## config.mk

```make
export PLATFORM = sky130hd
export DESIGN_NAME = adc_responder_flat
export DESIGN_NICKNAME = d
export VERILOG_FILES = /design/src/rtl/adc_resp_pkg.sv /design/src/rtl/adc_resp_if.sv /design/src/rtl/sync_edge.sv /design/src/rtl/adc_responder.sv /design/src/flat_wrapper.sv
export SDC_FILE = /design/constraint.sdc
export NUM_CORES = 1
export LEC_CHECK = 0
export CAP_MARGIN = 5
export CORE_AREA = 2 2 121 169
export CTS_CLUSTER_SIZE = 10
export DETAILED_ROUTE_END_ITERATION = 6
export DIE_AREA = 0 0 123 171
export GPL_ROUTABILITY_DRIVEN = 0
export SYNTH_ARGS = -nofsm -noshare
export SYNTH_HDL_FRONTEND = slang
export SYNTH_SLANG_ARGS = --single-unit
```

## constraint.sdc

```tcl
create_clock -name clk -period 6.4 [get_ports clk]
set_clock_uncertainty 0.2 [all_clocks]
set_input_delay 0.64 -clock clk [delete_from_list [all_inputs] [get_ports clk]]
set_output_delay 0.64 -clock clk [all_outputs]
set_load 0.03 [all_outputs]
```

## src/rtl/adc_resp_pkg.sv

```systemverilog
// Shared types and constants for the ADC link responder.
// The ADC_RESP_NOISE_EN build option uses the LFSR helper below.
package adc_resp_pkg;

  localparam int CFG_BITS = 6;
  localparam int RES_BITS = 12;
  localparam int NUM_CH   = 8;

  typedef enum logic [1:0] {
    IDLE  = 2'd0,
    SHIFT = 2'd1,
    CONV  = 2'd2
  } state_e;

  typedef struct packed {
    logic sd;
    logic os;
    logic s1;
    logic s0;
    logic uni;
    logic slp;
  } cfg_t;

  localparam cfg_t CFG_DEFAULT = '{sd: 1'b1, os: 1'b0, s1: 1'b0, s0: 1'b0, uni: 1'b1, slp: 1'b0};

  // The channel number is not the natural bit order of the config word.
  function automatic logic [2:0] cfg_channel(input cfg_t c);
    cfg_channel = {c.s1, c.s0, c.os};
  endfunction

  // Right-shifting Galois LFSR, taps 16,14,13,11.
  function automatic logic [15:0] lfsr_next(input logic [15:0] v);
    if (v[0]) begin
      lfsr_next = (v >> 1) ^ 16'hB400;
    end else begin
      lfsr_next = v >> 1;
    end
  endfunction

endpackage

```

## src/rtl/adc_resp_if.sv

```systemverilog
// 4-wire ADC serial link between controller (master) and ADC/responder (slave).
interface adc_resp_if;
  logic ADC_CS_N;
  logic ADC_SCLK;
  logic ADC_DIN;
  logic ADC_DOUT;

  modport master (output ADC_CS_N, output ADC_SCLK, output ADC_DIN, input ADC_DOUT);
  modport slave  (input ADC_CS_N, input ADC_SCLK, input ADC_DIN, output ADC_DOUT);
endinterface

```

## src/rtl/sync_edge.sv

```systemverilog
// 2-FF synchronizer plus an edge register; rise/fall pulses are valid one cycle.
module sync_edge #(
  parameter logic RST_VAL = 1'b0
) (
  input  logic clk,
  input  logic reset_n,
  input  logic d_i,
  output logic level_o,
  output logic rise_o,
  output logic fall_o
);

  logic meta_q;
  logic sync_q;
  logic prev_q;

  // Synchronizer chain and edge history.
  always_ff @(posedge clk or negedge reset_n) begin
    if (!reset_n) begin
      meta_q <= RST_VAL;
      sync_q <= RST_VAL;
      prev_q <= RST_VAL;
    end else begin
      meta_q <= d_i;
      sync_q <= meta_q;
      prev_q <= sync_q;
    end
  end

  assign level_o = sync_q;
  assign rise_o  = sync_q & ~prev_q;
  assign fall_o  = ~sync_q & prev_q;

endmodule

```

## src/rtl/adc_responder.sv

```systemverilog
// Emulates the DE1-SoC 12-bit 8-channel ADC with deterministic per-channel ramps.
// Define ADC_RESP_NOISE_EN to add 3 bits of LFSR noise to each result.
module adc_responder
  import adc_resp_pkg::*;
#(
  parameter int          CONV_CYCLES = 80,
  parameter logic [11:0] STEP        = 12'd16
) (
  input  logic              clk,
  input  logic              reset_n,
  adc_resp_if.slave         adc,
  output logic              frame_done,
  output logic              frame_err,
  output logic [CFG_BITS-1:0] last_cfg
);

  localparam int CNT_W = (CONV_CYCLES > 1) ? $clog2(CONV_CYCLES) : 1;

  logic cs_lvl_s, cs_rise_s, cs_fall_s;
  logic sclk_lvl_s, sclk_rise_s, sclk_fall_s;
  logic din_s, din_rise_s, din_fall_s;
  logic sync_unused_s;

  // CS_N idles high so it must reset high to avoid a phantom frame start.
  sync_edge #(.RST_VAL(1'b1)) u_cs   (.clk(clk), .reset_n(reset_n), .d_i(adc.ADC_CS_N),
                                      .level_o(cs_lvl_s), .rise_o(cs_rise_s), .fall_o(cs_fall_s));
  sync_edge #(.RST_VAL(1'b0)) u_sclk (.clk(clk), .reset_n(reset_n), .d_i(adc.ADC_SCLK),
                                      .level_o(sclk_lvl_s), .rise_o(sclk_rise_s), .fall_o(sclk_fall_s));
  sync_edge #(.RST_VAL(1'b0)) u_din  (.clk(clk), .reset_n(reset_n), .d_i(adc.ADC_DIN),
                                      .level_o(din_s), .rise_o(din_rise_s), .fall_o(din_fall_s));

  assign sync_unused_s = ^{cs_lvl_s, sclk_lvl_s, din_rise_s, din_fall_s};

  state_e              state_q, state_d;
  logic [CFG_BITS-1:0] cfg_sr_q, cfg_sr_d;
  logic [3:0]          rise_cnt_q, rise_cnt_d;
  logic [3:0]          bit_cnt_q, bit_cnt_d;
  logic                dout_q, dout_d;
  logic                done_q, done_d;
  logic                err_q, err_d;
  cfg_t                last_cfg_q, last_cfg_d;
  logic [RES_BITS-1:0] result_q, result_d;
  logic [RES_BITS-1:0] ramp_q [NUM_CH];
  logic [RES_BITS-1:0] ramp_d [NUM_CH];
  logic [CNT_W-1:0]    conv_cnt_q, conv_cnt_d;
`ifdef ADC_RESP_NOISE_EN
  logic [15:0]         lfsr_q, lfsr_d;
`endif

  logic [2:0]          ch_s;
  logic [RES_BITS-1:0] ramp_sel_s, ramp_inc_s, raw_s, raw_noisy_s, result_new_s;
  logic                conv_last_s;

  assign conv_last_s = (conv_cnt_q == CNT_W'(CONV_CYCLES - 1));
  assign ch_s        = cfg_channel(last_cfg_q);
  assign ramp_sel_s  = ramp_q[ch_s];
  assign ramp_inc_s  = ({9'd0, ch_s} + 12'd1) * STEP;
  assign raw_s       = last_cfg_q.sd ? ramp_sel_s : 12'h800;
`ifdef ADC_RESP_NOISE_EN
  assign raw_noisy_s = raw_s + {9'd0, lfsr_q[2:0]};
`else
  assign raw_noisy_s = raw_s;
`endif
  assign result_new_s = last_cfg_q.uni ? raw_noisy_s : (raw_noisy_s ^ 12'h800);

  // State register.
  always_ff @(posedge clk or negedge reset_n) begin
    if (!reset_n) begin
      state_q <= IDLE;
    end else begin
      state_q <= state_d;
    end
  end

  // Next-state logic; a CS_N edge always wins over a coincident SCLK edge.
  always_comb begin
    state_d = state_q;
    case (state_q)
      IDLE: begin
        if (cs_fall_s) state_d = SHIFT;
        else           state_d = IDLE;
      end
      SHIFT: begin
        if (cs_rise_s) state_d = (rise_cnt_q >= 4'd6) ? CONV : IDLE;
        else           state_d = SHIFT;
      end
      CONV: begin
        if (cs_fall_s)        state_d = SHIFT;
        else if (conv_last_s) state_d = IDLE;
        else                  state_d = CONV;
      end
      default: state_d = IDLE;
    endcase
  end

  // Datapath next-state: shifting, result bits, conversion and ramp update.
  always_comb begin
    cfg_sr_d   = cfg_sr_q;
    rise_cnt_d = rise_cnt_q;
    bit_cnt_d  = bit_cnt_q;
    dout_d     = dout_q;
    done_d     = 1'b0;
    err_d      = 1'b0;
    last_cfg_d = last_cfg_q;
    result_d   = result_q;
    ramp_d     = ramp_q;
    conv_cnt_d = conv_cnt_q;
`ifdef ADC_RESP_NOISE_EN
    lfsr_d     = lfsr_q;
`endif
    case (state_q)
      IDLE: begin
        if (cs_fall_s) begin
          dout_d     = result_q[RES_BITS-1];
          bit_cnt_d  = 4'd0;
          rise_cnt_d = 4'd0;
          cfg_sr_d   = '0;
        end else begin
          dout_d = 1'b0;
        end
      end
      SHIFT: begin
        if (cs_rise_s) begin
          dout_d     = 1'b0;
          conv_cnt_d = '0;
          if (rise_cnt_q >= 4'd6) begin
            last_cfg_d = cfg_t'(cfg_sr_q);
            done_d     = 1'b1;
          end else begin
            err_d = 1'b1;
          end
        end else if (sclk_rise_s) begin
          if (rise_cnt_q < 4'd6) cfg_sr_d = {cfg_sr_q[CFG_BITS-2:0], din_s};
          else                   cfg_sr_d = cfg_sr_q;
          if (rise_cnt_q != 4'd15) rise_cnt_d = rise_cnt_q + 4'd1;
          else                     rise_cnt_d = rise_cnt_q;
        end else if (sclk_fall_s) begin
          // bit_cnt_q counts falls already seen; bit 11 went out at CS_N fall.
          if (bit_cnt_q < 4'd11) begin
            dout_d    = result_q[4'd10 - bit_cnt_q];
            bit_cnt_d = bit_cnt_q + 4'd1;
          end else begin
            dout_d = 1'b0;
          end
        end else begin
          dout_d = dout_q;
        end
      end
      CONV: begin
        if (cs_fall_s) begin
          err_d      = 1'b1;
          dout_d     = result_q[RES_BITS-1];
          bit_cnt_d  = 4'd0;
          rise_cnt_d = 4'd0;
          cfg_sr_d   = '0;
        end else if (conv_last_s) begin
          dout_d   = 1'b0;
          result_d = result_new_s;
          if (last_cfg_q.sd) ramp_d[ch_s] = ramp_sel_s + ramp_inc_s;
          else               ramp_d[ch_s] = ramp_sel_s;
`ifdef ADC_RESP_NOISE_EN
          lfsr_d = lfsr_next(lfsr_q);
`endif
        end else begin
          dout_d     = 1'b0;
          conv_cnt_d = conv_cnt_q + CNT_W'(1);
        end
      end
      default: dout_d = 1'b0;
    endcase
  end

  // Datapath registers.
  always_ff @(posedge clk or negedge reset_n) begin
    if (!reset_n) begin
      cfg_sr_q   <= '0;
      rise_cnt_q <= 4'd0;
      bit_cnt_q  <= 4'd0;
      dout_q     <= 1'b0;
      done_q     <= 1'b0;
      err_q      <= 1'b0;
      last_cfg_q <= CFG_DEFAULT;
      result_q   <= '0;
      conv_cnt_q <= '0;
      for (int i = 0; i < NUM_CH; i++) begin
        ramp_q[i] <= '0;
      end
`ifdef ADC_RESP_NOISE_EN
      lfsr_q     <= 16'hACE1;
`endif
    end else begin
      cfg_sr_q   <= cfg_sr_d;
      rise_cnt_q <= rise_cnt_d;
      bit_cnt_q  <= bit_cnt_d;
      dout_q     <= dout_d;
      done_q     <= done_d;
      err_q      <= err_d;
      last_cfg_q <= last_cfg_d;
      result_q   <= result_d;
      conv_cnt_q <= conv_cnt_d;
      for (int i = 0; i < NUM_CH; i++) begin
        ramp_q[i] <= ramp_d[i];
      end
`ifdef ADC_RESP_NOISE_EN
      lfsr_q     <= lfsr_d;
`endif
    end
  end

  assign adc.ADC_DOUT = dout_q;
  assign frame_done   = done_q;
  assign frame_err    = err_q;
  assign last_cfg     = last_cfg_q;

endmodule

```

## src/flat_wrapper.sv

```systemverilog
// flat-port wrapper written by rule: the top's interface ports become plain ports
module adc_responder_flat import adc_resp_pkg::*;
#(
  parameter int          CONV_CYCLES = 80,
  parameter logic [11:0] STEP        = 12'd16
)
  (clk, reset_n, frame_done, frame_err, last_cfg, adc_ADC_CS_N, adc_ADC_SCLK, adc_ADC_DIN, adc_ADC_DOUT);
  adc_resp_if adc_i ();
  input  logic clk;
  input  logic reset_n;
  output logic frame_done;
  output logic frame_err;
  output logic [CFG_BITS-1:0] last_cfg;
  input wire logic [$bits(adc_i.ADC_CS_N)-1:0] adc_ADC_CS_N;
  input wire logic [$bits(adc_i.ADC_SCLK)-1:0] adc_ADC_SCLK;
  input wire logic [$bits(adc_i.ADC_DIN)-1:0] adc_ADC_DIN;
  output wire logic [$bits(adc_i.ADC_DOUT)-1:0] adc_ADC_DOUT;
  assign adc_i.ADC_CS_N = adc_ADC_CS_N;
  assign adc_i.ADC_SCLK = adc_ADC_SCLK;
  assign adc_i.ADC_DIN = adc_ADC_DIN;
  assign adc_ADC_DOUT = adc_i.ADC_DOUT;
  adc_responder #(.CONV_CYCLES(CONV_CYCLES), .STEP(STEP)) u_core (.clk(clk), .reset_n(reset_n), .adc(adc_i), .frame_done(frame_done), .frame_err(frame_err), .last_cfg(last_cfg));
endmodule
```

==> metrics.txt <==
# TYPE chip_impl_metric gauge
chip_impl_metric{name="timing.critical_path.slowest_cell_delay",unit="ns"} 0.91
chip_impl_metric{name="clk_pin_slew_worst_paths",unit="ns"} 0.06
chip_impl_metric{name="finalCriticalPeriod",unit="ns"} 4.33
chip_impl_metric{name="grt_overflow",unit=""} 0
chip_impl_metric{name="layout.nets",unit=""} 640
chip_impl_info{name="worstHoldPathType",value="input pin to async pin"} 1
chip_impl_metric{name="cts_setup_buffers",unit=""} 0
chip_impl_metric{name="n_fill_cell",unit=""} 1906
chip_impl_metric{name="numPortBuffers",unit=""} 13
chip_impl_metric{name="syn-instance-count",unit=""} 646
chip_impl_metric{name="slew-limit-headroom",unit="%"} 32.9
chip_impl_metric{name="place_worst_setup_slack",unit="ns"} 2.07
chip_impl_metric{name="syn-cell-area",unit="sq mm"} 0.00672
chip_impl_metric{name="clock_insertion_delay_worst_skew",unit="ns"} 0.43
chip_impl_info{name="slowest_stage",value="dfrtp_1"} 1
chip_impl_metric{name="timing.max_cap.violations",unit=""} 0
chip_impl_metric{name="groute.usage.overall",unit="%"} 14.9
chip_impl_metric{name="post_synthesis_register_bit_count",unit=""} 148
chip_impl_info{name="crit_chain",value="inv_2 > nor2_1 > a221oi_1 > o221ai_1 > ha_1 > and2_1 > o21a_1 > o21ai_0 > nor3_1 > xor2_1 > o21ai_0"} 1
chip_impl_metric{name="final_cell_area",unit="sq mm"} 0.00757
chip_impl_metric{name="first_pass_grt_wire_length",unit="um"} 24000
chip_impl_metric{name="fin_ws",unit="ns"} 2.07
chip_impl_metric{name="achievable-frequency",unit="MHz"} 231
chip_impl_metric{name="cts-buffers-inserted",unit=""} 17
chip_impl_metric{name="die_x",unit="um"} 123
chip_impl_metric{name="drtIter0Drc",unit=""} 377
chip_impl_metric{name="final-setup-viol-count",unit=""} 0
chip_impl_metric{name="share_of_post_route_cells_with_drive_strength_above_1",unit="%"} 10.6
chip_impl_metric{name="die_height",unit="um"} 171
chip_impl_metric{name="power.total",unit="mW"} 2.21
chip_impl_metric{name="drt_pre_antenna_iters",unit=""} 5
chip_impl_metric{name="ys_warn_count",unit=""} 0
chip_impl_metric{name="postCtsResizedCells",unit=""} 0
chip_impl_info{name="violations",value="negative hold slack"} 1
chip_impl_metric{name="vias",unit=""} 4659
chip_impl_metric{name="worst-endpoint-arrival",unit="ns"} 4.40
chip_impl_metric{name="worst-path-max-fanout",unit=""} 22
chip_impl_metric{name="power.density_cell_area",unit="mW/mm^2"} 291
chip_impl_metric{name="post-place-cells",unit=""} 854
chip_impl_metric{name="clock_sink_count",unit=""} 148
chip_impl_metric{name="drt-wirelength-per-cell",unit="um"} 16.5
chip_impl_metric{name="detailedPlacementHpwl",unit="um"} 9820
chip_impl_info{name="dominantRegCellSynth",value="dfrtp_1"} 1
chip_impl_metric{name="synth-edff-count",unit=""} 0
chip_impl_metric{name="average_cell_area_after_synthesis",unit="sq um"} 10.4
chip_impl_metric{name="netlist.area_leader.share",unit="%"} 53.3
chip_impl_metric{name="io-pin-count",unit=""} 14
chip_impl_metric{name="r2r.worst_path.cells",unit=""} 11
chip_impl_metric{name="worst-path-buf-inv",unit=""} 1
chip_impl_metric{name="tightest_slew",unit="ns"} 1.01
chip_impl_metric{name="routed_wl",unit="um"} 14600
chip_impl_metric{name="cts.path.max_buffers",unit=""} 2
chip_impl_metric{name="routed_via_density",unit=""} 5.26
chip_impl_metric{name="utilization",unit="%"} 38.4
chip_impl_metric{name="fp.dieArea",unit="sq mm"} 0.0210
chip_impl_info{name="startpoint",value="u_core.last_cfg[3]"} 1
chip_impl_metric{name="static-leakage-power",unit="nW"} 3.28
chip_impl_info{name="outcome",value="finished with violations"} 1
chip_impl_metric{name="postPlaceCellArea",unit="sq mm"} 0.00695
chip_impl_metric{name="ctsHtreeMaxLevel",unit=""} 4
chip_impl_metric{name="cts-hold-fix-buffers",unit=""} 0
chip_impl_metric{name="drt_drc_violations_left",unit=""} 0
chip_impl_info{name="clock_tree.root_cell",value="clkbuf_16"} 1
chip_impl_metric{name="grt_antenna_before_repair",unit=""} 0
chip_impl_metric{name="grt_pass1_vias",unit=""} 4736
chip_impl_metric{name="final-instance-count-excl-fill",unit=""} 885
chip_impl_info{name="rsz_0062_raised_after_global_routing",value="false"} 1
chip_impl_info{name="most_frequent_cell_on_critical_path",value="o21ai_0"} 1
chip_impl_metric{name="hold-worst-slack",unit="ns"} -0.00193
chip_impl_info{name="timing.critical_path.max_delay_family",value="compound AO/OA/AOI/OAI gates"} 1
chip_impl_metric{name="largest_voltage_drop_on_the_vdd_net",unit="uV"} 199
chip_impl_info{name="regToRegStartpoint",value="u_core.last_cfg[3]"} 1
chip_impl_metric{name="final.setup.tns",unit="ns"} 0
chip_impl_metric{name="cp_required",unit="ns"} 6.48
chip_impl_metric{name="synth.yosys.seq_area_share",unit="%"} 55.2
chip_impl_info{name="timing.critical_path.to_type",value="flip-flop"} 1
chip_impl_metric{name="timing_max_transition_violations_final",unit=""} 0
chip_impl_metric{name="timing.final.crit_share",unit="%"} 67.6
chip_impl_metric{name="grt_max_degree",unit=""} 84
chip_impl_info{name="synth_top_cells_by_area",value="dfrtp_1 53%, o21ai_0 8.2%, nand2_1 6.0%, mux4_2 4.0%, clkbuf_1 2.7%"} 1
chip_impl_info{name="cts_tree",value="yes"} 1
chip_impl_metric{name="final-hold-violation-count",unit=""} 1
chip_impl_metric{name="syn_nets",unit=""} 665
chip_impl_info{name="netlist.top_cell.by_area",value="dfrtp_1"} 1
chip_impl_metric{name="library_cells_used_by_synthesis",unit=""} 55
chip_impl_info{name="start_kind",value="flip-flop"} 1
chip_impl_metric{name="std_cell_rows",unit=""} 61
chip_impl_metric{name="async_flop_share",unit="%"} 100
chip_impl_metric{name="syn_to_final_growth",unit="%"} 12.7
chip_impl_metric{name="initial_core_util",unit="%"} 34.1
chip_impl_metric{name="worst-path-stages",unit=""} 11
chip_impl_info{name="critPathKind",value="flip-flop to flip-flop"} 1
chip_impl_metric{name="antenna_violating_nets_post_route",unit=""} 0
chip_impl_metric{name="n_antenna_cell",unit=""} 0
chip_impl_metric{name="core_region_area",unit="sq mm"} 0.0197
[cells by family (layout without fill, tap and decap cells)]
| family | after synthesis | after routing | share of synthesized area, % |
|---|---|---|---|
| flops | 148 | 148 | 55.2 |
| buf+inv | 81 | 68 | 4.86 |
| fa+ha+maj | 14 | 14 | 2.72 |
| simple gates | 185 | 185 | 12.3 |
| xor+xnor | 9 | 9 | 1.29 |
| compound gates | 172 | 172 | 15.0 |
| mux | 37 | 37 | 8.63 |
[layer usage]
layer	routed length [um]	share of wire [%]	up-vias	global-route usage (%)
met5	0	0	-	0
met3	448	3.1	37	2.77
li1	-	-	2193	-
met4	558	3.8	0	8.84
met1	6220	43	2316	17.6
met2	7360	50	113	25.0
[Yosys cell counts (9+ instances only)]
library cell / n
ha_1: 13
nand2_1: 107
nor2_1: 21
a22o_1: 9
mux2i_1: 16
mux4_2: 12
clkbuf_1: 48
nand3_1: 23
buf_2: 9
o21ai_0: 110
dfrtp_1: 143
inv_1: 18
a21oi_1: 13
[worst paths after layout]
path / endpoint / slack [ns]
worst max-delay path: u_core.ramp_q[70] / 2.07
worst min-delay path: u_core.u_sclk.meta_q / -0.002
worst max register to register: u_core.ramp_q[70] / 2.07
worst min register to register: u_core.u_sclk.level_o / 0.15
max in group asynchronous: u_core.ramp_q[16] / 4.54
min in group clk: u_core.u_sclk.level_o / 0.15
[power breakdown]
group / total [mW] / switching (mW) / internal, mW
Clock: 1.06 / 0.405 / 0.655
Combinational: 0.151 / 0.0939 / 0.0571
Sequential: 0.995 / 0.0342 / 0.961
Total: 2.21 / 0.533 / 1.67
[area by class of cell]
class	count	area (sq um)	area share, %
clock inverters	14	199	2.63
clock buffers	17	425	5.62
inverters	19	71.3	0.942
flip-flops and latches	148	3710	49.0
repair buffers	18	169	2.23
well taps	252	315	4.17
multi-input cells	417	2680	35.4
[cells in the final DEF (no fill, tap or decap), drive strengths merged, types with 5 or more instances in the layout]
cell,count
nor2b,5
o21a,5
clkdlybuf4s50,12
a211oi,5
a21oi,13
a221oi,5
mux2,5
xnor2,5
mux4,15
clkbuf,17
dfrtp,143
mux2i,17
nor2,21
nand3,23
o21ai,111
buf,6
and2,5
inv,23
dfstp,5
a22o,9
ha,13
nand2,107
No activity file was read; power rests on OpenSTA's default activity.
